===== config.mk =====
export PLATFORM = sky130hd
export DESIGN_NAME = fifo_rr_write_arbiter
export DESIGN_NICKNAME = d
export VERILOG_FILES = /design/src/rtl/fifo_arb_pkg.sv /design/src/rtl/rr_picker.sv /design/src/rtl/fifo_rr_write_arbiter.sv
export SDC_FILE = /design/constraint.sdc
export NUM_CORES = 1
export LEC_CHECK = 0
export ABC_AREA = 1
export CORE_UTILIZATION = 46
export CTS_CLUSTER_DIAMETER = 100
export CTS_CLUSTER_SIZE = 14
export DETAILED_ROUTE_END_ITERATION = 6
export PLACE_DENSITY_LB_ADDON = 0.3
export SYNTH_ARGS = -nofsm -noshare
export SYNTH_HDL_FRONTEND = slang
export SYNTH_SLANG_ARGS = --single-unit

===== constraint.sdc =====
create_clock -name clk -period 2.2 [get_ports clk]
set_input_delay 0.22 -clock clk [delete_from_list [all_inputs] [get_ports clk]]
set_output_delay 0.22 -clock clk [all_outputs]
set_load 0.02 [all_outputs]

===== src/rtl/fifo_arb_pkg.sv =====
`default_nettype none
// +--------------------------------------------------------------------------+
// | Module   : fifo_arb_pkg                                                  |
// | Purpose  : Shared types and helpers for the round-robin FIFO write       |
// |            arbiter: FSM state encoding and owner-index width helper.     |
// | Revision : 1.0  initial release                                          |
// +--------------------------------------------------------------------------+
package fifo_arb_pkg;

  typedef enum logic [0:0] {
    ST_IDLE  = 1'b0,
    ST_GRANT = 1'b1
  } arb_state_t;

  // Width of an index that addresses num_req requesters (at least 1 bit).
  function automatic int owner_w(input int num_req);
    return (num_req > 1) ? $clog2(num_req) : 1;
  endfunction

endpackage
`default_nettype wire


===== src/rtl/rr_picker.sv =====
`default_nettype none
// +--------------------------------------------------------------------------+
// | Module   : rr_picker                                                     |
// | Purpose  : Combinational round-robin search. Scans req starting at       |
// |            'start' and wrapping modulo NUM_REQ; the first set bit wins.  |
// | Ports    : req    in  NUM_REQ  request vector                            |
// |            start  in  IDX_W    first index examined                      |
// |            winner out IDX_W    index of winning requester                |
// |            found  out 1        at least one request set                  |
// | Revision : 1.0  initial release                                          |
// +--------------------------------------------------------------------------+
module rr_picker
  import fifo_arb_pkg::*;
#(
  parameter int NUM_REQ = 4,
  parameter int IDX_W   = owner_w(NUM_REQ)
) (
  input  logic [NUM_REQ-1:0] req,
  input  logic [IDX_W-1:0]   start,
  output logic [IDX_W-1:0]   winner,
  output logic               found
);

  // Walk from the farthest offset back to offset 0 so the closest set
  // request (smallest offset from start) overwrites any earlier match.
  // start < NUM_REQ and k < NUM_REQ, so one conditional subtraction
  // performs the modulo.
  always_comb begin
    logic [IDX_W:0] w_idx;
    winner = '0;
    found  = 1'b0;
    w_idx  = '0;
    for (int k = NUM_REQ - 1; k >= 0; k--) begin
      w_idx = {1'b0, start} + (IDX_W + 1)'(k);
      if (w_idx >= (IDX_W + 1)'(NUM_REQ)) begin
        w_idx = w_idx - (IDX_W + 1)'(NUM_REQ);
      end
      if (req[w_idx[IDX_W-1:0]]) begin
        winner = w_idx[IDX_W-1:0];
        found  = 1'b1;
      end
    end
  end

endmodule
`default_nettype wire


===== src/rtl/fifo_rr_write_arbiter.sv =====
`default_nettype none
// +--------------------------------------------------------------------------+
// | Module   : fifo_rr_write_arbiter                                         |
// | Purpose  : Round-robin arbiter sharing one FIFO write port among         |
// |            NUM_REQ producers. One producer owns the port for a burst of  |
// |            up to BURST words; FIFO back-pressure (fifo_dir=0) stalls the |
// |            burst, and ownership rotates fairly on exit.                  |
// | Ports    : clk        in  1              clock, posedge                  |
// |            rst_n      in  1              async active-low reset          |
// |            en         in  1              global enable / freeze          |
// |            req        in  NUM_REQ        producer valid                  |
// |            req_data   in  NUM_REQ*WIDTH  producer words, slice per req   |
// |            gnt        out NUM_REQ        registered one-hot grant        |
// |            owner      out log2(NUM_REQ)  granted producer index          |
// |            busy       out 1              grant held                      |
// |            fifo_dir   in  1              FIFO ready                      |
// |            fifo_w_en  out 1              FIFO write strobe (comb)        |
// |            fifo_data  out WIDTH          FIFO write data (comb)          |
// | Revision : 1.0  initial release                                          |
// +--------------------------------------------------------------------------+
module fifo_rr_write_arbiter
  import fifo_arb_pkg::*;
#(
  parameter int NUM_REQ = 4,
  parameter int WIDTH   = 4,
  parameter int BURST   = 4
) (
  input  logic                       clk,
  input  logic                       rst_n,
  input  logic                       en,
  input  logic [NUM_REQ-1:0]         req,
  input  logic [NUM_REQ*WIDTH-1:0]   req_data,
  output logic [NUM_REQ-1:0]         gnt,
  output logic [$clog2(NUM_REQ)-1:0] owner,
  output logic                       busy,
  input  logic                       fifo_dir,
  output logic                       fifo_w_en,
  output logic [WIDTH-1:0]           fifo_data
);

  localparam int c_idx_w = owner_w(NUM_REQ);
  localparam int c_cnt_w = $clog2(BURST) + 1;

  localparam logic [c_cnt_w-1:0] c_last_beat = c_cnt_w'(BURST - 1);
  localparam logic [c_idx_w-1:0] c_top_idx   = c_idx_w'(NUM_REQ - 1);
  localparam logic [NUM_REQ-1:0] c_gnt_one   = NUM_REQ'(1);

  arb_state_t           r_state,      w_nxt_state;
  logic [NUM_REQ-1:0]   r_gnt,        w_nxt_gnt;
  logic [c_idx_w-1:0]   r_owner,      w_nxt_owner;
  logic [c_cnt_w-1:0]   r_beat_cnt,   w_nxt_beat_cnt;
  logic [c_idx_w-1:0]   r_last_owner, w_nxt_last_owner;

  logic [c_idx_w-1:0]   w_start;
  logic [c_idx_w-1:0]   w_winner;
  logic                 w_found;
  logic                 w_exit;

  // Search begins one past the most recent winner. While granted, the
  // current owner equals last_owner, so it is examined last and is only
  // re-granted when nobody else is requesting.
  assign w_start = (r_last_owner == c_top_idx) ? '0 : r_last_owner + c_idx_w'(1);

  rr_picker #(
    .NUM_REQ (NUM_REQ),
    .IDX_W   (c_idx_w)
  ) u_rr_picker (
    .req    (req),
    .start  (w_start),
    .winner (w_winner),
    .found  (w_found)
  );

  // State register.
  always_ff @(posedge clk or negedge rst_n) begin
    if (!rst_n) begin
      r_state      <= ST_IDLE;
      r_gnt        <= '0;
      r_owner      <= '0;
      r_beat_cnt   <= '0;
      r_last_owner <= c_top_idx;
    end else if (en) begin
      r_state      <= w_nxt_state;
      r_gnt        <= w_nxt_gnt;
      r_owner      <= w_nxt_owner;
      r_beat_cnt   <= w_nxt_beat_cnt;
      r_last_owner <= w_nxt_last_owner;
    end
  end

  // Next-state logic.
  always_comb begin
    w_nxt_state      = r_state;
    w_nxt_gnt        = r_gnt;
    w_nxt_owner      = r_owner;
    w_nxt_beat_cnt   = r_beat_cnt;
    w_nxt_last_owner = r_last_owner;
    w_exit           = 1'b0;

    case (r_state)
      ST_IDLE: begin
        if (w_found) begin
          w_nxt_state      = ST_GRANT;
          w_nxt_gnt        = c_gnt_one << w_winner;
          w_nxt_owner      = w_winner;
          w_nxt_beat_cnt   = '0;
          w_nxt_last_owner = w_winner;
        end
      end

      ST_GRANT: begin
        if (fifo_w_en) begin
          w_nxt_beat_cnt = r_beat_cnt + c_cnt_w'(1);
        end
        // A stalled FIFO produces no accepted word, so the burst limit
        // cannot trigger an exit while fifo_dir is low.
        w_exit = !req[r_owner] || (fifo_w_en && (r_beat_cnt == c_last_beat));
        if (w_exit) begin
          if (w_found) begin
            w_nxt_gnt        = c_gnt_one << w_winner;
            w_nxt_owner      = w_winner;
            w_nxt_beat_cnt   = '0;
            w_nxt_last_owner = w_winner;
          end else begin
            w_nxt_state    = ST_IDLE;
            w_nxt_gnt      = '0;
            w_nxt_beat_cnt = '0;
          end
        end
      end

      default: begin
        w_nxt_state = ST_IDLE;
        w_nxt_gnt   = '0;
      end
    endcase
  end

  // Outputs. The write strobe is qualified by the live request so a
  // producer that withdraws mid-grant never has a stale word written.
  always_comb begin
    busy      = (r_state == ST_GRANT);
    fifo_w_en = en && fifo_dir && (|(r_gnt & req));
    fifo_data = req_data[r_owner*WIDTH +: WIDTH];
  end

  assign gnt   = r_gnt;
  assign owner = r_owner;

endmodule
`default_nettype wire

## After elaboration in Yosys (flattened, before gate mapping)

Cells that the tools add are included.

| word-level totals | value |
|---|---|
| bits in registers | 12 |
| word-level logic and storage cells | 81 |
| input bits | 24 |
| output and inout bits | 12 |

| cells by class | value |
|---|---|
| bitwise operators | 2 |
| shift operators | 2 |
| magnitude comparators | 9 |
| eq/ne operators | 5 |
| multiplexer cells | 40 |
| reduce and logical (&&, ||, !) cells | 9 |
| add/subtract/negate cells | 9 |

Operator list:

| kind | number |
|---|---|
| $mux W2 | 13 |
| $shiftx A16 B5 Y4 | 1 |
| $lt A2 B3 Y1 const B | 5 |
| $mux W4 | 3 |
| $mux W1 | 11 |
| $bmux W1 S2 | 5 |
| $ge A3 B3 Y1 const B | 3 |
| $mux W3 | 3 |
| $pmux W2 S2 | 2 |
| $pmux W4 S2 | 1 |
| $sub A2 B1 Y2 const B | 4 |
| $add A2 B2 Y3 const B | 2 |
| $pmux W3 S2 | 1 |
| $reduce_and A3 Y1 | 2 |
| $and A4 B4 Y4 | 1 |
| $ne A2 B1 Y1 const B | 2 |
| $reduce_or A4 Y1 | 1 |
| $shl A1 B2 Y4 const A | 1 |
| $add A2 B1 Y3 const B | 1 |
| $add A3 B1 Y3 const B | 1 |
| $eq A3 B2 Y1 const B | 1 |
| $ge A2 B3 Y1 const B | 1 |
| $logic_and A1 B1 Y1 | 3 |
| $ne A3 B2 Y1 const B | 1 |
| other kinds (7) | 7 |

## Longest topological paths before layout

| logic depth | value |
|---|---|
| depth in word-level cells | 15 |
| gate-level depth with buffers | 15 |
| gate-level depth less buffers | 15 |

## Hierarchy

From an unflattened synthesis, not the netlist that was laid out.

| second synthesis, totals | value |
|---|---|
| cell total of the unflattened synthesis | 156 |
| area, all modules | 1,039.7 um^2 |

Modules (own cells, without submodules):

| module | sequential area each (um^2) | cells an instance | area an instance (um^2) | instances |
|---|---|---|---|---|
| fifo_rr_write_arbiter | 302.8 | 112 | 814.5 | 1 |
| rr_picker | 0.0 | 44 | 225.2 | 1 |

## Worst setup path after synthesis

Ideal clock, no wire load.

| timing | value |
|---|---|
| kind | register to register |
| start | reg r_last_owner[0] |
| end | reg r_gnt[3] (netlist: gnt[3]) |
| path slack | 0.409 ns |
| required time | 2.135 ns |
| period minus slack after synthesis | 1.791 ns |
| buffers on the path | 0 |
| setup time | 0.065 ns |
| arrival | 1.726 ns |
| cell stages (with the launch flop) | 15 |
| cell sequence | dfstp_2 > ha_1 > inv_1 > nand2_4 > nand2_2 > and2_4 > nand2_1 > nand2_2 > inv_2 > nand2_1 > nand2_1 > nand2_2 > nor2_4 > nand2_1 > nand2_1 |

| on the way | value |
|---|---|
| longest elaborated chain between the ends | 15 |
| elaborated cells on any way between the ends | 41 |
| those cells by class | add/sub (8); order compare (4); eq/ne (2); shift (1); mux (25); reduce/logical (1) |

Ends and longest elaborated chain:

| what | RTL line | RTL |
|---|---|---|
| from (decl) | fifo_rr_write_arbiter.sv:52 | `logic [c_idx_w-1:0] r_last_owner, w_nxt_last_owner;` |
| from (signal assigned) | fifo_rr_write_arbiter.sv:81 | `r_last_owner <= c_top_idx;` |
| from (signal assigned) | fifo_rr_write_arbiter.sv:87 | `r_last_owner <= w_nxt_last_owner;` |
| $add A2 B1 Y2 / $eq A2 B2 Y1 (equally long branches) | fifo_rr_write_arbiter.sv:62 | `assign w_start = (r_last_owner == c_top_idx) ? '0 : r_last_owner + c_idx_w'(1);` |
| $mux W2 * | fifo_rr_write_arbiter.sv:62 |  |
| $add A2 B2 Y3 | rr_picker.sv:34 | `w_idx = {1'b0, start} + (IDX_W + 1)'(k);` |
| $ge A3 B3 Y1 / $sub A2 B1 Y2 (equally long branches) | rr_picker.sv:35, rr_picker.sv:36 |  |
| $mux W2 | rr_picker.sv:35 | `if (w_idx >= (IDX_W + 1)'(NUM_REQ)) begin` |
| $bmux W1 S2 | rr_picker.sv:38 | `if (req[w_idx[IDX_W-1:0]]) begin` |
| $mux W1 (implied by the code) | rr_picker.sv:38 |  |
| $mux W2 (4 in series) | rr_picker.sv:38 |  |
| $shl A1 B2 Y4 | fifo_rr_write_arbiter.sv:104, fifo_rr_write_arbiter.sv:120 |  |
| $mux W4 | fifo_rr_write_arbiter.sv:119 | `if (w_found) begin` |
| $mux W4 | fifo_rr_write_arbiter.sv:118 | `if (w_exit) begin` |
| $pmux W4 S2 | fifo_rr_write_arbiter.sv:100 | `case (r_state)` |
| to (signal assigned) | fifo_rr_write_arbiter.sv:84 | `r_gnt <= w_nxt_gnt;` |
| to (decl) | fifo_rr_write_arbiter.sv:49 | `logic [NUM_REQ-1:0] r_gnt, w_nxt_gnt;` |

Every way passes the cells marked *; elsewhere a longest branch is shown, timed or not. The select of a mux whose other input is x is not followed.
A chain may end at the register's enable or synchronous reset.

## Worst setup path in the final report

| timing | value |
|---|---|
| start | reg r_owner[0] (netlist: owner[0]) |
| end | out fifo_data[3] |

| on the way | value |
|---|---|
| longest elaborated chain between the ends | 1 |

Ends and longest elaborated chain:

| what | RTL line | RTL |
|---|---|---|
| from (decl) | fifo_rr_write_arbiter.sv:50 | `logic [c_idx_w-1:0] r_owner, w_nxt_owner;` |
| from (signal assigned) | fifo_rr_write_arbiter.sv:85 | `r_owner <= w_nxt_owner;` |
| $shiftx A16 B5 Y4 | fifo_rr_write_arbiter.sv:144 | `fifo_data = req_data[r_owner*WIDTH +: WIDTH];` |
| to (decl) | fifo_rr_write_arbiter.sv:38 | `output logic [WIDTH-1:0] fifo_data` |

No other way between the ends.

==> out/results.txt <==
Post-route DRC: 0
Register area share after synthesis: 0.275
Gr ovfl total: 0
CP Buf/Inv Count: 2
H-tree depth: 1
Critical Path RT: 1980 ps
CTS Buf Count: 3
RSZ-0062 raised after global routing: false
Fillcell total: 199
Vias/cell: 5.18
Die ar.: 0.00260 mm2
Die span in x: 51.0 um
Post-synthesis async set-or-reset flop share: 1.00
Nature of the critical path endpoint: output pin
Final setup TNS: 0 ps
GPL Wtd Cong: 0.887
Crit Path Class: flop to output pin
Core Box Area: 0.00223 mm2
# setup viols final: 0
Reg clk slew, reported paths: 80 ps
Synth-to-layout area growth: 38.3%
Worst Path Max Fanout: 13
Initial antenna violation count: 0
MaxCap Viol Count: 0
Slowest CP cell: clkdlybuf4s50_1
Final WL: 2.87 mm
Inserted Diodes: 0
Ys flop type: dfrtp_1
Final hold violations: 0
Clock Skews: 3.41 ps
Worst EP arrival: 1830 ps
Count of different cell masters after synthesis: 25
Startpoint type of the worst setup path: flop
Total number of vias: 1187
Die Y: 51.0 um
Synthesized cell area: 0.00110 mm2
Pre-antenna DRT Iters: 4
Post-layout nets: 229
LEAKAGE: 0.748 nW
Slew headroom: 0.623
Ys Warns: 0
Std cell rows: 17
Share of layout cells above drive strength 1: 0.199
Worst-Margin Slew: 564 ps
Register area: 304 um2
Min-Delay Path Class: input port to asynchronous set/reset pin
Total GRT Usage: 0.242
Worst setup startpoint: owner[0]$_DFFE_PN0P_
PwrDens: 1700 mW/mm2
I/O Buffers: 35
Post-synthesis register bit count: 12
Placed cell count: 225
Global-route wire length before repair: 4.75 mm
Sequential share of power: 0.166
TritonCTS clock tree: done
Clock sink count: 12
FF-to-FF Start: r_last_owner[0]$_DFFE_PN1P_
Post-layout power: 2.59 mW
Status: completed
Routed Antenna Nets: 0
Synth Area per Inst: 6.76 um2
Ports: 36
Clock power frac: 0.067
Post-synth EDFFs: 0
Syn Inst Count: 163
P_int: 1.17 mW
Max clock buf depth: 2
Multi-input gate area: 731 um2
Vias in the first global route: 1100
Post-detail-place hpwl: 2.34 mm
Initial Util: 0.494
Clock root buffer: clkbuf_4
Final Core Density: 0.682
VDD IR max: 874 uV
Post-CTS Hold Fix Bufs: 0
Switch share: 0.547
Delay-heaviest family, CP: buffers and inverters
Combinational power share: 0.767
Fin crit period: 2050 ps
DR WL/cell: 12.5 um
Post-CTS Setup Bufs: 0
Post-DP Area: 0.00148 mm2
Maximum clock rate: 489 MHz
Syn Nets: 190
Final non-filler cell total: 229
Design area: 0.00152 mm2
Psw: 1.42 mW
Max-slew violation count: 0
Final period utilization: 0.930
Largest net degree at the start of global routing: 14
Clock latency on the worst-skew pair: 270 ps
Slowest stage delay, CP: 630 ps
Worst-path cell chain: inv_2 > o21ai_0 > o22ai_1 > clkdlybuf4s50_1
Drt initial violations: 20
## layout make-up
| class | instances | area share |
|---|---|---|
| clock buffer | 4 | 0.0238 |
| inverter | 18 | 0.0443 |
| multi-input combinational | 132 | 0.479 |
| sequential | 12 | 0.200 |
| tap | 28 | 0.0230 |
| timing repair buffer | 35 | 0.230 |
## flip-flops by register name, summed over array words and instances (netlist names)
register,count
owner,2
r_beat_cnt,3
r_last_owner,2
gnt,4
busy,1
## routing by layer
metal  global-route usage  up-vias  routed length [um]
met5                    0        -                   0
met4               0.0556        0                  44
met3               0.0357        9                 113
met2                0.454       26                1480
met1                0.286      551                1230
li1                     -      601                   -
## metrics by stage
step           setup slack [ps]  hold slack (ps)
2_1_floorplan               409            -75.6
3_5_place_dp                226              484
4_1_cts                    88.4              317
5_1_grt                    17.4              338
6_report                    154              306
3_3_place_gp                234              470
## worst register-to-register path: cells and delay by family (launching register included)
family                   cells  cell delay, ps
AND/OR/NAND/NOR              6             620
adder cells (fa/ha/maj)      1             250
AO/OA/AOI/OAI                3             370
flip-flops                   1             600
buffers and inverters        1              90
## cell usage after synthesis, types with 3 or more instances
cell type  number  area (um2)
o22ai_1         4        25.0
inv_1          12        45.0
inv_2           6        22.5
dfrtp_1        10         250
nand2_2         9        56.3
nand3_1         7        35.0
nor2_4          4        45.0
nor2_1         11        41.3
nand2_1        58         218
o21ai_1         4        20.0
nand2_4         6        67.6
ha_1            3        37.5
o21ai_0        13        65.1
## placed cells by master (no fill, tap or decap), drive strengths merged, types with 2 or more instances in the layout
| master | count |
|---|---|
| nand3 | 8 |
| nor2 | 15 |
| nand2 | 73 |
| inv | 18 |
| a21oi | 3 |
| dfstp | 2 |
| o22ai | 4 |
| dfrtp | 10 |
| and2 | 2 |
| ha | 3 |
| clkbuf | 4 |
| or2 | 2 |
| o21ai | 19 |
| clkdlybuf4s50 | 35 |
## kinds of logic (layout without fill, tap and decap cells)
family,after synthesis,after routing,synth area share
AO/OA/AOI/OAI,28,28,0.157
buffers and inverters,19,57,0.0658
adder cells (fa/ha/maj),3,3,0.0341
AND/OR/NAND/NOR,101,101,0.469
flip-flops,12,12,0.275
## path summary, 6_finish.rpt
kind                                               end  slack [ps]  cells past startpoint
setup reg to reg             r_beat_cnt[1]$_DFFE_PN0P_         220                     11
min in group clk           r_last_owner[1]$_DFFE_PN1P_         490                      2
hold / removal                      gnt[2]$_DFFE_PN0P_         310                      1
max in group asynchronous         owner[0]$_DFFE_PN0P_        1490                      1
hold reg to reg            r_last_owner[1]$_DFFE_PN1P_         490                      2
setup / recovery                          fifo_data[3]         150                      4
## power by group through the flow
stage	registers, mW	logic, mW	clock network [mW]
after floorplan	0.451	1.44	0
after global placement	0.426	1.91	0
after detailed placement	0.428	1.97	0
after CTS	0.426	1.98	0.176
after global routing	0.443	2.18	0.183
final	0.430	1.99	0.173
## repair_timing
action / in CTS / in global routing
endpoints found under the setup margin: 0 / 4
hold endpoints to repair: 0 / 0
gates resized for setup: 0 / 2
Note: power is estimated with default switching activity, not from simulation.
